<file path="src/rtl/mirrored_counter_array_if.sv">
// Command, fault-injection, read and status signals of the mirrored counter bank.
// The master side issues commands and reads; the slave side is the counter bank.
interface mirrored_counter_array_if #(
    parameter int unsigned WIDTH = 4,
    parameter int unsigned NCH   = 4
);
    localparam int unsigned CHW = $clog2(NCH);

    logic             cmd_valid;
    logic             cmd_ready;
    logic [CHW-1:0]   cmd_ch;
    logic [1:0]       cmd_op;
    logic [WIDTH-1:0] cmd_data;
    logic             inj_valid;
    logic [CHW-1:0]   inj_ch;
    logic [WIDTH-1:0] inj_mask;
    logic [CHW-1:0]   rd_ch;
    logic [WIDTH-1:0] rd_out;
    logic [WIDTH-1:0] rd_v;
    logic [WIDTH-1:0] rd_imp;
    logic             err_clr;
    logic [NCH-1:0]   err_mask;
    logic             busy;

    modport master (
        output cmd_valid, cmd_ch, cmd_op, cmd_data,
        output inj_valid, inj_ch, inj_mask,
        output rd_ch, err_clr,
        input  cmd_ready, rd_out, rd_v, rd_imp, err_mask, busy
    );

    modport slave (
        input  cmd_valid, cmd_ch, cmd_op, cmd_data,
        input  inj_valid, inj_ch, inj_mask,
        input  rd_ch, err_clr,
        output cmd_ready, rd_out, rd_v, rd_imp, err_mask, busy
    );
endinterface

</file>
<file path="src/rtl/mirrored_counter_array.sv">
// Bank of up/down counters, each stored as a value plus a bit-inverted shadow copy.
// A background scrubber checks the shadow against the value, repairs it and logs violations.
module mirrored_counter_array #(
    parameter int unsigned WIDTH        = 4,
    parameter int unsigned NCH          = 4,
    parameter int unsigned SAT          = 0,
    parameter int unsigned SCRUB_PERIOD = 16
) (
    input  logic                      clk,
    input  logic                      rst,
    mirrored_counter_array_if.slave   bus
);
    localparam int unsigned CHW = $clog2(NCH);
    localparam int unsigned TW  = $clog2(SCRUB_PERIOD);

    localparam logic [WIDTH-1:0] AllOnes   = '1;
    localparam logic [WIDTH-1:0] One       = WIDTH'(1);
    localparam logic [CHW-1:0]   LastCh    = CHW'(NCH - 1);
    localparam logic [TW-1:0]    LastTick  = TW'(SCRUB_PERIOD - 1);

    typedef enum logic [1:0] {
        StIdle,
        StScan,
        StRepair
    } state_e;

    state_e           state_q, state_d;
    logic [CHW-1:0]   idx_q, idx_d;
    logic [TW-1:0]    timer_q, timer_d;
    logic [WIDTH-1:0] v_q   [NCH];
    logic [WIDTH-1:0] v_d   [NCH];
    logic [WIDTH-1:0] imp_q [NCH];
    logic [WIDTH-1:0] imp_d [NCH];
    logic [NCH-1:0]   err_q, err_d;
    logic [NCH-1:0]   err_set;
    logic             cmd_acc;
    logic             scan_ok;

    assign bus.cmd_ready = (state_q != StRepair);
    assign cmd_acc       = bus.cmd_valid & bus.cmd_ready;
    assign scan_ok       = (v_q[idx_q] == ~imp_q[idx_q]);

    // Value/shadow datapath: command, then injection, then repair (repair wins).
    always_comb begin
        for (int i = 0; i < NCH; i++) begin
            v_d[i]   = v_q[i];
            imp_d[i] = imp_q[i];
        end
        err_set = '0;

        if (cmd_acc) begin
            unique case (bus.cmd_op)
                2'b00: begin
                    if (!(SAT != 0 && v_q[bus.cmd_ch] == AllOnes)) begin
                        v_d[bus.cmd_ch]   = v_q[bus.cmd_ch] + One;
                        imp_d[bus.cmd_ch] = imp_q[bus.cmd_ch] - One;
                    end
                end
                2'b01: begin
                    if (!(SAT != 0 && v_q[bus.cmd_ch] == '0)) begin
                        v_d[bus.cmd_ch]   = v_q[bus.cmd_ch] - One;
                        imp_d[bus.cmd_ch] = imp_q[bus.cmd_ch] + One;
                    end
                end
                2'b10: begin
                    v_d[bus.cmd_ch]   = bus.cmd_data;
                    imp_d[bus.cmd_ch] = ~bus.cmd_data;
                end
                2'b11: begin
                    v_d[bus.cmd_ch]   = '0;
                    imp_d[bus.cmd_ch] = AllOnes;
                end
            endcase
        end

        if (bus.inj_valid) begin
            imp_d[bus.inj_ch] = imp_d[bus.inj_ch] ^ bus.inj_mask;
        end

        if (state_q == StRepair) begin
            imp_d[idx_q]   = ~v_q[idx_q];
            err_set[idx_q] = 1'b1;
        end
    end

    // Set has priority over a same-cycle clear.
    assign err_d = (bus.err_clr ? '0 : err_q) | err_set;

    // Scrub sequencer.
    always_comb begin
        state_d = state_q;
        idx_d   = idx_q;
        timer_d = timer_q;

        unique case (state_q)
            StIdle: begin
                if (timer_q == LastTick) begin
                    state_d = StScan;
                    idx_d   = '0;
                    timer_d = '0;
                end else begin
                    timer_d = timer_q + TW'(1);
                end
            end
            StScan: begin
                // A command hitting the channel under test defers its check by a cycle.
                if (cmd_acc && bus.cmd_ch == idx_q) begin
                    state_d = StScan;
                end else if (!scan_ok) begin
                    state_d = StRepair;
                end else if (idx_q == LastCh) begin
                    state_d = StIdle;
                end else begin
                    idx_d = idx_q + CHW'(1);
                end
            end
            StRepair: begin
                if (idx_q == LastCh) begin
                    state_d = StIdle;
                end else begin
                    state_d = StScan;
                    idx_d   = idx_q + CHW'(1);
                end
            end
            default: state_d = StIdle;
        endcase
    end

    always_ff @(posedge clk) begin
        if (rst) begin
            state_q <= StIdle;
            idx_q   <= '0;
            timer_q <= '0;
            err_q   <= '0;
            for (int i = 0; i < NCH; i++) begin
                v_q[i]   <= '0;
                imp_q[i] <= AllOnes;
            end
        end else begin
            state_q <= state_d;
            idx_q   <= idx_d;
            timer_q <= timer_d;
            err_q   <= err_d;
            for (int i = 0; i < NCH; i++) begin
                v_q[i]   <= v_d[i];
                imp_q[i] <= imp_d[i];
            end
        end
    end

    assign bus.rd_v     = v_q[bus.rd_ch];
    assign bus.rd_imp   = imp_q[bus.rd_ch];
    assign bus.rd_out   = v_q[bus.rd_ch] & ~imp_q[bus.rd_ch];
    assign bus.err_mask = err_q;
    assign bus.busy     = (state_q != StIdle);
endmodule
</file>
<file path="src/flat_wrapper.sv">
// flat-port wrapper written by rule: the top's interface ports become plain ports
module mirrored_counter_array_flat 
#(
    parameter int unsigned WIDTH        = 4,
    parameter int unsigned NCH          = 4,
    parameter int unsigned SAT          = 0,
    parameter int unsigned SCRUB_PERIOD = 16
)
  (clk, rst, bus_cmd_valid, bus_cmd_ch, bus_cmd_op, bus_cmd_data, bus_inj_valid, bus_inj_ch, bus_inj_mask, bus_rd_ch, bus_err_clr, bus_cmd_ready, bus_rd_out, bus_rd_v, bus_rd_imp, bus_err_mask, bus_busy);
  mirrored_counter_array_if #(.WIDTH(WIDTH), .NCH(NCH)) bus_i ();
  input  logic clk;
  input  logic rst;
  input wire logic [$bits(bus_i.cmd_valid)-1:0] bus_cmd_valid;
  input wire logic [$bits(bus_i.cmd_ch)-1:0] bus_cmd_ch;
  input wire logic [$bits(bus_i.cmd_op)-1:0] bus_cmd_op;
  input wire logic [$bits(bus_i.cmd_data)-1:0] bus_cmd_data;
  input wire logic [$bits(bus_i.inj_valid)-1:0] bus_inj_valid;
  input wire logic [$bits(bus_i.inj_ch)-1:0] bus_inj_ch;
  input wire logic [$bits(bus_i.inj_mask)-1:0] bus_inj_mask;
  input wire logic [$bits(bus_i.rd_ch)-1:0] bus_rd_ch;
  input wire logic [$bits(bus_i.err_clr)-1:0] bus_err_clr;
  output wire logic [$bits(bus_i.cmd_ready)-1:0] bus_cmd_ready;
  output wire logic [$bits(bus_i.rd_out)-1:0] bus_rd_out;
  output wire logic [$bits(bus_i.rd_v)-1:0] bus_rd_v;
  output wire logic [$bits(bus_i.rd_imp)-1:0] bus_rd_imp;
  output wire logic [$bits(bus_i.err_mask)-1:0] bus_err_mask;
  output wire logic [$bits(bus_i.busy)-1:0] bus_busy;
  assign bus_i.cmd_valid = bus_cmd_valid;
  assign bus_i.cmd_ch = bus_cmd_ch;
  assign bus_i.cmd_op = bus_cmd_op;
  assign bus_i.cmd_data = bus_cmd_data;
  assign bus_i.inj_valid = bus_inj_valid;
  assign bus_i.inj_ch = bus_inj_ch;
  assign bus_i.inj_mask = bus_inj_mask;
  assign bus_i.rd_ch = bus_rd_ch;
  assign bus_i.err_clr = bus_err_clr;
  assign bus_cmd_ready = bus_i.cmd_ready;
  assign bus_rd_out = bus_i.rd_out;
  assign bus_rd_v = bus_i.rd_v;
  assign bus_rd_imp = bus_i.rd_imp;
  assign bus_err_mask = bus_i.err_mask;
  assign bus_busy = bus_i.busy;
  mirrored_counter_array #(.WIDTH(WIDTH), .NCH(NCH), .SAT(SAT), .SCRUB_PERIOD(SCRUB_PERIOD)) u_core (.clk(clk), .rst(rst), .bus(bus_i));
endmodule
</file>
<file path="config.mk">
export PLATFORM = sky130hd
export DESIGN_NAME = mirrored_counter_array_flat
export DESIGN_NICKNAME = d
export VERILOG_FILES = /design/src/rtl/mirrored_counter_array_if.sv /design/src/rtl/mirrored_counter_array.sv /design/src/flat_wrapper.sv
export SDC_FILE = /design/constraint.sdc
export NUM_CORES = 1
export LEC_CHECK = 0
export ABC_AREA = 1
export CAP_MARGIN = 40
export CORE_UTILIZATION = 40
export CTS_BUF_LIST = sky130_fd_sc_hd__clkbuf_8
export CTS_CLUSTER_DIAMETER = 80
export DETAILED_ROUTE_END_ITERATION = 6
export PLACE_DENSITY = 0.61
export REMOVE_ABC_BUFFERS = 1
export SLEW_MARGIN = 20
export SYNTH_ARGS = -nofsm -noshare
export SYNTH_HDL_FRONTEND = slang
export SYNTH_SLANG_ARGS = --single-unit
export TNS_END_PERCENT = 100
</file>
<file path="constraint.sdc">
create_clock -name clk -period 7.94 [get_ports clk]
set_input_delay 1.985 -clock clk [delete_from_list [all_inputs] [get_ports clk]]
set_output_delay 1.985 -clock clk [all_outputs]
set_load 0.005 [all_outputs]
</file>
* Yosys cells after proc, flatten, opt, wreduce, memory -nomap -nowiden *
Memories as Yosys holds them, arrays and structs flattened. A register that Yosys moved wholly into a read port is not among the register bits.
Cells that the tools add are included.
Widths: inputs -> output; s select.

operators by class
  muxes and demuxes = 54
  magnitude comparators = 8
  eq/ne operators = 14
  add/sub/neg operators = 6
  bitwise gates (word level) = 22
  reduce and logical (&&, ||, !) cells = 11

operators with widths
  kind                 count
  $bwmux 16            8
  $pmux 16 s4          2
  $mux 16              4
  $mux 4               16
  $demux 4 s2          3
  $mux 2               12
  $and 16x16->16       1
  $not 16->16          1
  $not 4->4            4
  $or 16x16->16        1
  $add 4x1->4 const B  3
  $pmux 2 s3           2
  $ge 3x3->1 const B   3
  $lt 3x1->1 const B   3
  $not 2->3            3
  $bmux 4 s2           1
  $eq 2x2->1 const B   4
  $or 1x1->1           8
  $sub 4x1->4 const B  2
  $logic_and 1x1->1    5
  $mux 1               5
  $and 4x4->4          1
  $eq 2x1->1 const B   2
  $eq 4x4->1           1
  other kinds (17)     20

storage, ports and cells
  flip-flop bits (word level) = 12
  memories kept = 2
  output and inout bits = 18
  input bits = 21
  word-level logic and storage cells = 121
  RAM bits = 32

memories
  name          depth  bits a word  read ports  clocked after Yosys merged registers in  wr ports  line                          source
  u_core.imp_q  4      4            7           1                                        4         mirrored_counter_array.sv:32  logic [WIDTH-1:0] imp_q [NCH];
  u_core.v_q    4      4            7           1                                        4         mirrored_counter_array.sv:30  logic [WIDTH-1:0] v_q [NCH];

* Logic depth before layout (Yosys ltp) *
Gate-level depths: netlist (run 1).

  depth after elaboration = 17
  depth in mapped cells = 17
  gate-level depth less buffers = 16

* Worst setup path after synthesis (run 1) *
OpenSTA, ideal clock, no wires.

  kind = input to output
  start point = in bus_rd_ch[1]
  end point = out bus_rd_out[2]
  required time = 5955 ps
  buffers on the path = 1
  setup slack = 3231 ps
  data arrival time = 2724 ps
  stages = 6
  cell sequence = inv_1 -> clkbuf_1 -> o21ai_0 -> a21oi_1 -> a21oi_1 -> a21oi_1

between the ends
  word-level cells in the longest chain between the ends = 3
  elaborated cells on any way between the ends = 4
  those cells by class = bitwise: 2; memory: 2

RTL lines
  what                     line                           source
  start, declared          flat_wrapper.sv:20             input wire logic [$bits(bus_i.rd_ch)-1:0] bus_rd_ch;
  $mem_v2 4x4              n/a
  named net bus_rd_imp[2]  flat_wrapper.sv:25             output wire logic [$bits(bus_i.rd_imp)-1:0] bus_rd_imp;
  $not 4->4                mirrored_counter_array.sv:153  assign bus.rd_out = v_q[bus.rd_ch] & ~imp_q[bus.rd_ch];
  $and 4x4->4              mirrored_counter_array.sv:153
  end, declared            flat_wrapper.sv:23             output wire logic [$bits(bus_i.rd_out)-1:0] bus_rd_out;

The timed path passes the listed nets, and every way through them passes these cells.

* Worst setup path in the final report (run 1) *
  start point = in bus_rd_ch[0]
  end point = out bus_rd_imp[2]

between the ends
  word-level cells in the longest chain between the ends = 1

RTL lines
  what           line
  $mem_v2 4x4    n/a
  end, declared  flat_wrapper.sv:25

Every way passes these cells.

==> results.toml, run 1 <==
[outcome]
status = "complete, no violations"

[timing]
tightest_slew_ps = 765
min_period_ps = 6490
fin_ws_ps = 1450
slew_headroom_pct = 49.0
timing.hold.ws_ps = 475
skew_ps = 21.9
tns_ps = 0
hold_viol_final = 0
rsz0062_at_grt = "false"
max_freq_mhz = 154
slew_violations = 0
finalCritPeriodShare_pct = 81.7
setup_viol = 0

[clocking]
clk_latency_ps = 330
post_cts.resized_instances = 0
clockBufferDepth = 2
cts_buffers = 5
cts_tree = "done"
cts_root_buf = "clkbuf_8"
clkTransAtPathRegs_ps = 100
clock-sinks = 46
post_cts_buffers = 0
h-tree-depth = 2
ctsHoldBuffers = 0

[placement]
place_ws_ps = 1540
dpl_cell_area_um2 = 4650
port_buffers = 38
dp_hpwl_mm = 12.0
globalplace.congestion = 0.993

[grt]
grt_pass1_vias = 4532
grt_antenna_before_repair = 0
grt_pass1_wl_mm = 24.6
grt_use_total_pct = 29.2
overflow = 0
grt_max_degree = 33

[detailed_routing]
drcViolationCount = 0
vias = 5075
vias_per_cell = 5.84
ant_nets = 0
drt-pass1-iter-count = 6
wl_mm = 15.9
drt_iter0_markers = 453
wl_per_cell_um = 18.3

[synthesis]
yosys-top-cells-area = "dfxtp_1 22%, nand2_1 15%, a21oi_1 8.5%"
syn_area_per_cell_um2 = 5.96
async_reset_ff_share_pct = 0
synth_top_cell_area_share_pct = 21.8
ys_top_cells_by_count = "167 x nand2_1, 78 x inv_1, 72 x a21oi_1"
ys_types = 44
netlist_area_um2 = 4230
synth-seq-cells = 46
synth_edf_count = 0
synth_flop_cell = "dfxtp_1"
yosysWarnings = 0
synthMostInstantiatedCell = "nand2_1"
synthCells = 709
seq_area_frac_synth_pct = 21.8
synth_top_cell_by_area = "dfxtp_1"

[power]
finalPower_uw = 660
power_density_nw_per_um2 = 139
p_leak_nw = 2.08
ir_drop_uv = 62.0

[critical_path]
cp_max_fo = 20
cp_top_family = "buffers and inverters"
worstSetupPathType = "in2out"
crit_slowest_cell = "clkdlybuf4s50_1"
cp-end-kind = "output port"
start_kind = "input port"
slowest_delay_ps = 810
crit_arrival_ps = 4500
worstPathCellList = "clkdlybuf4s50_1 -> inv_1 -> o21ai_0 -> a21oi_1 -> a21oi_1 -> clkdlybuf4s50_1"
worst-path-buf-inv = 3
cp.required_ps = 5960

[worst_hold_path]
min_path_type = "reg2reg"

[floorplan]
boundaryPins = 39
num_rows = 37
die_y_um = 105
core_um2 = 10300
start_util_pct = 41.1
dieArea_um2 = 11000
die_w_um = 105

[final_layout]
n_antenna_cell = 0
nets = 762
areaGrowthSynthToFinish_pct = 12.3
fin_area_um2 = 4750
drive_gt1_share_pct = 6.28
fillers = 1150

[job]
max-cap-violations = 0
==> worst min-delay path: stages (launching register included) <==
cell and delay [ps]:
dfxtp_1 320, nand2_1 60, a21oi_1 60
==> per-layer routing <==
layer / vias up / track usage [%] / part of all wire [%]
met1: 2322 / 40.0 / 44
met3: 45 / 5.74 / 10
li1: 2432 / - / -
met4: 0 / 11.6 / 3.3
met5: - / 0 / 0
met2: 276 / 44.6 / 43
==> kinds of logic (layout without fill, tap and decap cells) <==
| logic type | count (synthesis) | after routing | synth area share, % |
|---|---|---|---|
| AO/OA/AOI/OAI | 200 | 200 | 28.1 |
| XOR/XNOR | 12 | 12 | 2.49 |
| adder cells (fa/ha/maj) | 9 | 9 | 2.67 |
| buffers and inverters | 113 | 137 | 11.3 |
| flip-flops | 46 | 46 | 21.8 |
| AND/OR/NAND/NOR | 329 | 329 | 33.7 |
==> area by class of cell <==
type | instances | area (um2) | area share [%]
multi-input cells | 550 | 2830 | 59.6
flip-flops and latches | 46 | 921 | 19.4
repair buffers | 41 | 403 | 8.49
inverters | 88 | 330 | 6.96
well taps | 136 | 170 | 3.59
clock buffers | 5 | 68.8 | 1.45
clock inverters | 3 | 25.0 | 0.527
==> path summary, 6_finish.rpt <==
kind | slack [ps] | cells after the start | endpoint | startpoint
setup / recovery | 1450 | 6 | bus_rd_imp[2] | bus_rd_ch[0]
hold / removal | 470 | 2 | u_core.bus.err_mask[0]$_SDFF_PP0_ | u_core.bus.err_mask[0]$_SDFF_PP0_
setup reg to reg | 4980 | 14 | u_core.imp_q[3][1]$_SDFF_PP1_ | u_core.state_q[0]$_SDFFE_PP0P_
hold reg to reg | 470 | 2 | u_core.bus.err_mask[0]$_SDFF_PP0_ | u_core.bus.err_mask[0]$_SDFF_PP0_
==> per-stage QoR <==
| stage | instances | util [%] |
|---|---|---|
| floorplan | 684 | - |
| global placement | 861 | 45.3 |
| detailed placement | 861 | 45.3 |
| CTS | 869 | 46.2 |
| global route | 869 | 46.2 |
| finish | 869 | 46.2 |
==> where the power goes <==
part | switching [mW] | total, mW | internal [mW]
logic | 0.152 | 0.232 | 0.0802
registers | 0.0175 | 0.262 | 0.245
clock network | 0.101 | 0.165 | 0.0639
==> layout by cell type, fill, tap and decap left out, drive strengths merged, types with 3 or more instances in the layout <==
master	n
a22oi	4
nand3	67
a211oi	6
nand2	175
nor3	4
o22ai	10
clkbuf	5
o211ai	5
a31oi	10
xnor2	4
xor2	8
o21ai	80
inv	89
ha	9
a221oi	4
a311oi	4
clkdlybuf4s50	38
nand4	5
dfxtp	46
buf	3
a21oi	72
o2111ai	3
nor2	75
No activity file was read; power rests on OpenSTA's default activity.
==> inputs of run 2 (changes only) <==
Clock period 7.94 ns to 6.55 ns, I/O delays scaled along.
==> run 2 against run 1 <==
Compared with the run above:
- die area stayed put
- critical path depth stayed put
- hold slack worse by 4.1 ps
- largest cell class unchanged
==> results.toml, run 2 (synthesized netlist as in run 1, its figures left out) <==
[grt]
grt_use_total_pct = 29.1
grt_max_degree = 33
overflow = 0
grt_antenna_before_repair = 0
grt_pass1_wl_mm = 25.1
grt_pass1_vias = 4647

[final_layout]
final_common_cell = "nand2_1"
final_cell_mix = "167 x nand2_1, 78 x inv_1, 72 x a21oi_1"
fillers = 1168
areaGrowthSynthToFinish_pct = 12.3
n_antenna_cell = 0
drive_gt1_share_pct = 6.28
nets = 762

[floorplan]
die_w_um = 105
boundaryPins = 39
dieArea_um2 = 11000
core_um2 = 10300
die_y_um = 105
num_rows = 37
start_util_pct = 41.1

[timing]
skew_ps = 6.71
tightest_slew_ps = 708
rsz0062_at_grt = "false"
hold_viol_final = 0
slew_headroom_pct = 52.7
fin_ws_ps = 774
max_freq_mhz = 173
min_period_ps = 5780
setup_viol = 0
finalCritPeriodShare_pct = 88.2
slew_violations = 0
tns_ps = 0

[worst_hold_path]
hold_depth = 2
min_path_type = "reg2reg"

[detailed_routing]
vias = 5038
wl_per_cell_um = 17.9
drt_iter0_markers = 486
drt-pass1-iter-count = 6
drcViolationCount = 0
vias_per_cell = 5.80
wl_mm = 15.6
ant_nets = 0

[critical_path]
ff2ff_path_depth = 15
cp_max_fo = 20
cp-end-kind = "output port"
cp.required_ps = 4910
start_kind = "input port"
crit_arrival_ps = 4140
slowest_delay_ps = 800
crit_slowest_cell = "clkdlybuf4s50_1"
worstPathCellList = "clkdlybuf4s50_1 -> inv_1 -> o21ai_0 -> a21oi_1 -> a21oi_1 -> clkdlybuf4s50_1"
worstSetupPathType = "in2out"

[clocking]
h-tree-depth = 2
cts_tree = "done"
post_cts.resized_instances = 0
post_cts_buffers = 0
clk_latency_ps = 320
clkTransAtPathRegs_ps = 110
cts_root_buf = "clkbuf_8"
ctsHoldBuffers = 0
cts_buffers = 5
clockBufferDepth = 2
clock-sinks = 46

[power]
p_leak_nw = 2.08
power_density_nw_per_um2 = 168
ir_drop_uv = 85.2

[placement]
dp_hpwl_mm = 11.9
port_buffers = 38
globalplace.congestion = 1.02
place_ws_ps = 886

[job]
max-cap-violations = 0

[outcome]
status = "complete, no violations"
run 2: changes by cell type in the layout (fill, tap and decap cells not counted):
cell,delta
clkinv_4,-1
clkinvlp_4,+1
run 2: area by class of cell:
cell class / count / area [um2] / share of cell area, %
Multi-Input combinational cell: 550 / 2830 / 59.6
Clock buffer: 5 / 68.8 / 1.45
Sequential cell: 46 / 921 / 19.4
Tap cell: 136 / 170 / 3.59
Timing Repair Buffer: 41 / 403 / 8.49
Inverter: 88 / 330 / 6.96
Clock inverter: 3 / 23.8 / 0.501
run 2: path summary, 6_finish.rpt:
kind	slack, ps	end	from
setup / recovery	770	bus_rd_imp[2]	bus_rd_ch[0]
hold / removal	470	u_core.bus.err_mask[3]$_SDFF_PP0_	u_core.bus.err_mask[3]$_SDFF_PP0_
setup reg to reg	3660	u_core.imp_q[2][0]$_SDFF_PP1_	u_core.state_q[0]$_SDFFE_PP0P_
hold reg to reg	470	u_core.bus.err_mask[3]$_SDFF_PP0_	u_core.bus.err_mask[3]$_SDFF_PP0_
run 2: power breakdown:
group / switching [mW] / internal, mW
sequential: 0.0213 / 0.297
clock: 0.123 / 0.0768
combinational: 0.181 / 0.0973
total: 0.325 / 0.471
run 2: critical path: cells and delay by family:
kind,cells,cell delay (ps)
compound gates,3,690
buf+inv,3,1820
run 2: per-stage QoR:
stage                     cell area (um2)  hold WS (ps)  cells  power, mW  utilization [%]
final                                4740           471    869      0.796             46.2
after global routing                 4740           494    869      0.839             46.2
after global placement               4650           453    861      0.594             45.3
after CTS                            4740           473    869      0.791             46.2
after detailed placement             4650           458    861      0.594             45.3
after floorplan                      4080           448    684      0.494                -
run 2: metal layers:
| layer | routed length, um | track usage, % | part of all wire (%) | up-vias |
|---|---|---|---|---|
| met5 | 0 | 0 | 0 | - |
| met4 | 566 | 11.9 | 3.6 | 0 |
| met3 | 1560 | 4.68 | 10 | 51 |
| met2 | 6700 | 44.5 | 43 | 290 |
| met1 | 6760 | 40.5 | 43 | 2276 |
| li1 | - | - | - | 2421 |
